[config.mk]
export PLATFORM = sky130hd
export DESIGN_NAME = mips_div_unit
export DESIGN_NICKNAME = d
export VERILOG_FILES = /design/src/rtl/mips_div_unit.sv
export SDC_FILE = /design/constraint.sdc
export NUM_CORES = 1
export LEC_CHECK = 0
export BUFFER_PORTS_ARGS = -buffer_cell sky130_fd_sc_hd__buf_4
export CORE_ASPECT_RATIO = 0.75
export CORE_MARGIN = 4
export CORE_UTILIZATION = 50
export DETAILED_ROUTE_END_ITERATION = 16
export PLACE_DENSITY_LB_ADDON = 0.08
export SYNTH_ARGS = -nofsm -noshare
export SYNTH_HDL_FRONTEND = slang
export SYNTH_SLANG_ARGS = --single-unit
[constraint.sdc]
create_clock -name clk -period 5.5 [get_ports clk]
set_clock_uncertainty 0.2 [all_clocks]
set_input_delay 1.375 -clock clk [delete_from_list [all_inputs] [get_ports clk]]
set_output_delay 1.375 -clock clk [all_outputs]
set_load 0.005 [all_outputs]
[src/rtl/mips_div_unit.sv]
// mips_div_unit: multi-cycle restoring divider for MIPS DIV/DIVU (HI/LO path).
// EX holds start_i high and stalls until ready_o; result_o = {remainder, quotient}.
// Ports:
//   clk, rst          clock, synchronous active-high reset
//   signed_div_i      1 = signed DIV, 0 = DIVU (sampled at start)
//   opdata1_i/2_i     dividend / divisor (sampled at start)
//   start_i           request, held until ready_o is seen
//   annul_i           abort in-flight operation (flush/exception)
//   result_o          {remainder[2W-1:W], quotient[W-1:0]}, registered
//   ready_o           result valid (state END)
// Optional: define DIV_EARLY_EXIT_EN to finish |dividend| < |divisor| in two cycles.
module mips_div_unit #(
  parameter int unsigned WIDTH = 32,
  parameter int unsigned CNT_W = $clog2(WIDTH + 1)
) (
  input  logic               clk,
  input  logic               rst,
  input  logic               signed_div_i,
  input  logic [WIDTH-1:0]   opdata1_i,
  input  logic [WIDTH-1:0]   opdata2_i,
  input  logic               start_i,
  input  logic               annul_i,
  output logic [2*WIDTH-1:0] result_o,
  output logic               ready_o
);

`ifdef DIV_EARLY_EXIT_EN
  typedef enum logic [2:0] {
    S_FREE = 3'd0, S_BYZERO = 3'd1, S_ON = 3'd2, S_END = 3'd3, S_EARLY = 3'd4
  } state_t;
`else
  typedef enum logic [2:0] {
    S_FREE = 3'd0, S_BYZERO = 3'd1, S_ON = 3'd2, S_END = 3'd3
  } state_t;
`endif

  state_t             state_q, state_d;
  logic [CNT_W-1:0]   cnt_q, cnt_d;
  logic [WIDTH-1:0]   rem_q, rem_d;     // partial remainder
  logic [WIDTH-1:0]   dvd_q, dvd_d;     // dividend magnitude, shifts into quotient
  logic [WIDTH-1:0]   dvs_q, dvs_d;     // divisor magnitude
  logic               qneg_q, qneg_d;   // negate quotient at fix-up
  logic               rneg_q, rneg_d;   // negate remainder at fix-up
  logic [2*WIDTH-1:0] result_q, result_d;
  logic               ready_q, ready_d;

  // Operand magnitudes at acceptance
  logic             op1_neg, op2_neg;
  logic [WIDTH-1:0] op1_mag, op2_mag;

  // One restoring step on {rem, dvd}
  logic [WIDTH:0]   shifted, diff;
  logic             qbit;
  logic [WIDTH-1:0] rem_step, dvd_step, q_fix, r_fix;

  always_comb begin
    op1_neg  = signed_div_i & opdata1_i[WIDTH-1];
    op2_neg  = signed_div_i & opdata2_i[WIDTH-1];
    op1_mag  = op1_neg ? (~opdata1_i + WIDTH'(1)) : opdata1_i;
    op2_mag  = op2_neg ? (~opdata2_i + WIDTH'(1)) : opdata2_i;

    // Borrow out of the (WIDTH+1)-bit subtract means the divisor did not fit
    shifted  = {rem_q, dvd_q[WIDTH-1]};
    diff     = shifted - {1'b0, dvs_q};
    qbit     = ~diff[WIDTH];
    rem_step = qbit ? diff[WIDTH-1:0] : shifted[WIDTH-1:0];
    dvd_step = {dvd_q[WIDTH-2:0], qbit};
    q_fix    = qneg_q ? (~dvd_step + WIDTH'(1)) : dvd_step;
    r_fix    = rneg_q ? (~rem_step + WIDTH'(1)) : rem_step;
  end

  // Next-state and datapath
  always_comb begin
    state_d  = state_q;
    cnt_d    = cnt_q;
    rem_d    = rem_q;
    dvd_d    = dvd_q;
    dvs_d    = dvs_q;
    qneg_d   = qneg_q;
    rneg_d   = rneg_q;
    result_d = result_q;

    case (state_q)
      S_FREE: begin
        if (start_i && !annul_i) begin
          if (opdata2_i == '0) begin
            state_d = S_BYZERO;
          end else begin
            state_d = S_ON;
`ifdef DIV_EARLY_EXIT_EN
            if (op1_mag < op2_mag) state_d = S_EARLY;
`endif
            cnt_d  = '0;
            rem_d  = '0;
            dvd_d  = op1_mag;
            dvs_d  = op2_mag;
            qneg_d = op1_neg ^ op2_neg;
            rneg_d = op1_neg;
          end
        end
      end
      S_BYZERO: begin
        state_d  = S_END;
        result_d = '0;
      end
`ifdef DIV_EARLY_EXIT_EN
      // Quotient 0; remainder is the original dividend rebuilt from its magnitude
      S_EARLY: begin
        state_d  = S_END;
        result_d = {(rneg_q ? (~dvd_q + WIDTH'(1)) : dvd_q), WIDTH'(0)};
      end
`endif
      S_ON: begin
        rem_d = rem_step;
        dvd_d = dvd_step;
        cnt_d = cnt_q + CNT_W'(1);
        if (cnt_q == CNT_W'(WIDTH - 1)) begin
          state_d  = S_END;
          result_d = {r_fix, q_fix};
        end
      end
      S_END: begin
        if (!start_i) begin
          state_d  = S_FREE;
          result_d = '0;
        end
      end
      default: begin
        state_d  = S_FREE;
        result_d = '0;
      end
    endcase

    // Annulment overrides start and last-step completion
    if (annul_i && state_q != S_FREE) begin
      state_d  = S_FREE;
      result_d = '0;
      cnt_d    = '0;
      rem_d    = '0;
      dvd_d    = '0;
    end

    ready_d = (state_d == S_END);
  end

  always_ff @(posedge clk) begin
    if (rst) begin
      state_q  <= S_FREE;
      cnt_q    <= '0;
      rem_q    <= '0;
      dvd_q    <= '0;
      dvs_q    <= '0;
      qneg_q   <= 1'b0;
      rneg_q   <= 1'b0;
      result_q <= '0;
      ready_q  <= 1'b0;
    end else begin
      state_q  <= state_d;
      cnt_q    <= cnt_d;
      rem_q    <= rem_d;
      dvd_q    <= dvd_d;
      dvs_q    <= dvs_d;
      qneg_q   <= qneg_d;
      rneg_q   <= rneg_d;
      result_q <= result_d;
      ready_q  <= ready_d;
    end
  end

  assign result_o = result_q;
  assign ready_o  = ready_q;

endmodule

# Yosys cells after proc, flatten, opt, wreduce, memory -nomap -nowiden
# Index checks and enable logic that the tools add are counted.
[word_totals]
register_bits = 172
mem_bits_rw = 0
latch_bits = 0
n_memories = 0
wordCells = 68
romBits = 0
[op_classes]
div = 0
add_sub_neg = 6
mul = 0
n_mux = 23
bitwise_logic = 10
order_cmp = 0
shifts = 0
eq_ne = 9
n_reduce_logical = 11
[op_table]
columns = ["operator", "count"]
rows = [
  ["32-bit two-way mux", 9],
  ["64-bit one-hot mux with 3 select lines", 1],
  ["32-bit by 1-bit adder with 32-bit output (second input constant)", 4],
  ["64-bit two-way mux", 2],
  ["32-bit inverter", 4],
  ["32-bit one-hot mux with 2 select lines", 2],
  ["33-bit by 32-bit subtractor with 33-bit output", 1],
  ["32-bit zero test", 1],
  ["3-bit two-way mux", 4],
  ["6-bit two-way mux", 2],
  ["3-bit one-hot mux with 4 select lines", 1],
  ["6-bit one-hot mux with 2 select lines", 1],
  ["3-bit by 2-bit == test with 1-bit output (second input constant)", 3],
  ["3-bit AND reduction", 3],
  ["2-bit != test (second input constant)", 4],
  ["6-bit by 1-bit adder with 6-bit output (second input constant)", 1],
  ["6-bit by 5-bit == test with 1-bit output (second input constant)", 1],
  ["3-bit by 1-bit == test with 1-bit output (second input constant)", 1],
  ["3-bit zero test", 1],
  ["1-bit inverter", 3],
  ["3-bit nonzero test", 1],
  ["1-bit bitwise AND", 2],
  ["1-bit logical AND", 2],
  ["2-bit two-way mux", 1],
  ["4 further kinds", 4],
]

# Depth between registers and ports, before layout
[depth]
depth_word = 7
ltp_mapped = 24
mapped_depth_nobuf = 22

# Worst setup path after synthesis
# No wires, ideal clock.
[synth_timing]
path_type = "reg-to-reg"
from = "register dvd_q[31]"
to = "register result_q[60] (netlist: result_o[60])"
t_required_ns = 5.173
setup_slack_ns = 0.123
stages_incl_launch_ff = 25
setup_ns = 0.127
t_arrival_ns = 5.051
path_buffers = 4
path_cell_list = "dfxtp_1 > inv_1 > ha_1 > inv_1 > fa_1 > a211oi_1 > o31ai_4 > a21boi_2 > o211a_4 > o41ai_4 > xor2_2 > buf_6 > buf_6 > buf_2 > buf_2 > mux2i_1 > ha_1 > inv_1 > nor4_1 > mux2i_2 > nor4_4 > nand3_2 > o41ai_2 > xnor2_1 > o21ai_1"
[synth_between]
elab_chain_cells = 7
[synth_rtl]
columns = ["element", "line", "text"]
rows = [
  ["start, declared", "40", "logic [WIDTH-1:0] dvd_q, dvd_d;"],
  ["start signal, assigned", "161", "dvd_q <= dvd_d;"],
  ["33-bit by 32-bit subtractor with 33-bit output", "64", "diff = shifted - {1'b0, dvs_q};"],
  ["32-bit two-way mux (*)", "66", "rem_step = qbit ? diff[WIDTH-1:0] : shifted[WIDTH-1:0];"],
  ["32-bit inverter", "69", "r_fix = rneg_q ? (~rem_step + WIDTH'(1)) : rem_step;"],
  ["32-bit by 1-bit adder with 32-bit output", "69", ""],
  ["32-bit two-way mux (*)", "69", ""],
  ["64-bit two-way mux (*)", "117", "if (cnt_q == CNT_W'(WIDTH - 1)) begin"],
  ["64-bit one-hot mux with 3 select lines (*)", "83", "case (state_q)"],
  ["end signal, assigned", "165", "result_q <= result_d;"],
  ["end, declared", "44", "logic [2*WIDTH-1:0] result_q, result_d;"],
]
# Mark *: on every way between the ends. The rest lies on a longest branch, timed or not. The select of a mux whose other input is x is not followed.
# A chain may end at the register's enable or synchronous reset.

# Worst setup path in the final report
# Ends and elaborated chain as after synthesis.

==> results.toml <==
[worst_setup_path]
cp.arrival_ps = 5370
end_kind = "flop"
crit_fanout = 10
path_delay_family = "compound AO/OA/AOI/OAI gates"
start_kind = "flop"
slowest_delay_ps = 440
path_buf_inv = 4
path_class = "flop to flop"
path_cells = "inv_1 > ha_1 > inv_1 > fa_1 > a211oi_1 > o31ai_4 > a21boi_2 > o211a_4 > o41ai_4 > xor2_4 > inv_2 > a21oi_1 > ha_1 > inv_1 > nor4_1 > mux2i_2 > nor4_4 > nand3_2 > o41ai_2 > xnor2_1 > o21ai_1"
crit_slowest_cell = "o41ai_4"
cp_common_cell = "inv_1"
critical_path_required_ps = 5610

[power]
power-per-cell-area_nw_per_um2 = 246
peakVddDrop_v = 0.000216
p_total_mw = 3.23
leakage_nw = 5.27

[cells_and_area]
fin_area_um2 = 13200
antenna_cells = 0
drive_above_1_share_pct = 14.4
fin_util_pct = 59.3
syn_to_final_growth_pct = 16.4
layout.nets = 1666

[placed_design]
io_buffers = 133
gp_congestion = 0.937
dp_hpwl_mm = 26.4
placed_area_um2 = 12500

[detailed_routing]
wl_per_cell_um = 18.5
antenna_left = 0
first_pass_iters = 6
num_vias = 10900
wl_mm = 34.4
drt_first_iter_violations = 991
drc = 0
vias_per_cell = 5.84

[die]
design.core.area_um2 = 22200
rows = 47
io_pins = 134
die_x_um = 182
dieArea_um2 = 25100
die_h_um = 138
start_util_pct = 51.0

[clock_tree]
clkLatencyLatePin_ps = 440
cts_tree = "done"
hold_buffers = 0
clk_pin_slew_worst_paths_ps = 80
clock-sinks = 172
cts_buffer_depth = 2
cts_buffers = 17
htree_levels = 4
clockRootBuffer = "clkbuf_16"

[global_routing]
grt_overflow = 0
grt_pass1_wl_mm = 54.1
first_global_vias = 9776
grt_start_max_net_pins = 73
antenna_found_initial = 0
grt_use_total_pct = 26.4

[sta]
finalCriticalPeriod_ps = 5270
max_slew_margin_pct = 30.5
rsz0062_at_grt = "no"
tns_ps = 0
finalHoldViolations = 0
setup_violations = 0
hold_slack_ps = 249
max_freq_mhz = 190
worstMarginPinSlew_ps = 1040
maxSlewViolCount = 0
period_share_pct = 95.8

[synth]
ys_types = 75
ys.flop_type = "dfxtp_1"
syn_nets = 1580
synthArstFlopShare_pct = 0
synth_edf_count = 0
ys_seq_area_share_pct = 30.5
synth-seq-cells = 172
syn_area_per_cell_um2 = 7.67
syn_inst = 1473
syn-cell-area_um2 = 11300
synth_warnings = 0

[min_path]
holdCritPathClass = "flop to flop"

[flow_run]
drv_cap = 0

[run_status]
outcome = "finished clean"
timing repair:
action / 4_1_cts / 5_1_grt
endpoints found under the hold margin: 0 / 0
gates resized for setup: 0 / 1
setup buffers: 0 / 2
endpoints found under the setup margin: 0 / 1
worst register-to-register path, stage by stage (launching register included):
cell,delay [ps]
dfxtp_1,390
inv_1,70
ha_1,210
inv_1,70
fa_1,240
a211oi_1,150
o31ai_4,380
a21boi_2,130
o211a_4,300
o41ai_4,440
xor2_4,230
inv_2,120
a21oi_1,200
ha_1,220
inv_1,70
nor4_1,360
mux2i_2,240
nor4_4,300
nand3_2,160
o41ai_2,390
xnor2_1,180
o21ai_1,70
path summary, 6_finish.rpt:
| kind | from | endpoint | slack (ps) | depth (start not counted) |
|---|---|---|---|---|
| worst min register to register | result_o[57] | result_o[57] | 250 | 2 |
| worst max register to register | dvd_q[31] | result_o[60] | 230 | 21 |
| worst min-delay path | result_o[57] | result_o[57] | 250 | 2 |
| worst max-delay path | dvd_q[31] | result_o[60] | 230 | 21 |
metal layers:
layer / wire (um) / vias to the layer above / share of wire, % / GRT usage [%]
met2: 12800 / 424 / 37 / 33.9
met1: 17700 / 5064 / 51 / 42.9
met4: 225 / 0 / 0.65 / 4.22
met5: 0 / - / 0 / 0
met3: 3670 / 17 / 11 / 8.14
li1: - / 5394 / - / -
cells by family (layout without fill, tap and decap cells):
group	after synthesis	in the layout	synth area share, %
AO/OA/AOI/OAI	394	394	23.7
XOR/XNOR	153	153	11.9
adder cells (fa/ha/maj)	38	38	4.27
buffers and inverters	153	252	5.37
flip-flops	172	172	30.5
multiplexers	33	33	3.05
other	1	1	0.0332
AND/OR/NAND/NOR	529	529	21.2
synthesized netlist by cell type, types with 3 or more instances:
library cell | instances | share of area [%]
clkbuf_1 | 77 | 2.6
nor3b_1 | 5 | 0.33
xnor2_1 | 82 | 6.4
a22o_1 | 11 | 0.85
a311oi_1 | 3 | 0.23
buf_2 | 5 | 0.22
and2_1 | 12 | 0.66
nor2_1 | 245 | 8.1
buf_6 | 3 | 0.30
o211ai_1 | 6 | 0.40
mux2i_1 | 24 | 2.1
or2_2 | 3 | 0.17
a21oi_1 | 94 | 4.2
o21bai_1 | 9 | 0.60
dfxtp_1 | 172 | 30
a21o_1 | 9 | 0.60
or4_1 | 11 | 0.73
and3_1 | 8 | 0.44
o21ai_0 | 51 | 2.3
nand3b_1 | 4 | 0.27
inv_1 | 61 | 2.0
o31ai_1 | 21 | 1.4
xor2_1 | 70 | 5.4
or3_1 | 10 | 0.55
a221oi_1 | 29 | 2.2
nand4_1 | 17 | 0.94
a211oi_1 | 28 | 1.9
nor4_1 | 15 | 0.83
o41ai_1 | 10 | 0.78
nand2_1 | 121 | 4.0
buf_1 | 5 | 0.17
ha_1 | 37 | 4.1
mux2_2 | 8 | 0.80
a31oi_1 | 40 | 2.2
a22oi_1 | 39 | 2.6
nor3_1 | 32 | 1.4
nand3_1 | 13 | 0.58
nand2b_1 | 15 | 0.83
nor2b_1 | 11 | 0.61
o21ai_1 | 17 | 0.75
state kept, by name (all words and copies together) (netlist names):
| name | cells |
|---|---|
| rem_q | 32 |
| rneg_q | 1 |
| state_q | 3 |
| cnt_q | 6 |
| result_o | 64 |
| dvs_q | 32 |
| ready_o | 1 |
| qneg_q | 1 |
| dvd_q | 32 |
placed cells by master (no fill, tap or decap), types with 11 or more instances in the layout:
cell         n
inv_1       61
xnor2_1     82
clkbuf_16   17
dfxtp_1    172
a21oi_1     94
o31ai_1     21
and2_1      12
ha_1        37
a22o_1      11
nand2_1    120
o21ai_0     51
nand4_1     17
o21ai_1     17
buf_4      157
nor2b_1     11
a22oi_1     39
a211oi_1    28
mux2i_1     23
xor2_1      70
nand2b_1    15
nand3_1     13
nor2_1     242
or4_1       11
nor3_1      31
a31oi_1     40
a221oi_1    29
nor4_1      15
per-stage QoR:
| stage | instances | worst slack [ps] |
|---|---|---|
| floorplan | 1473 | 123 |
| global placement | 1832 | 512 |
| detailed placement | 1832 | 337 |
| CTS | 1864 | 263 |
| global route | 1866 | 6.40 |
| finish | 1866 | 234 |
where the power goes:
part	internal, mW	switching [mW]	total (mW)
combinational	0.265	0.445	0.709
sequential	1.26	0.0162	1.28
clock	0.623	0.620	1.24
final cells by class:
cell class                 instances  area (um^2)
clock inverter                    15          193
tap                              294          368
sequential                       172         3440
clock buffer                      17          425
fill                            2094         9010
multi-input combinational       1148         7300
inverter                          62          233
timing repair buffer             158         1200
No activity file was read; power rests on OpenSTA's default activity.
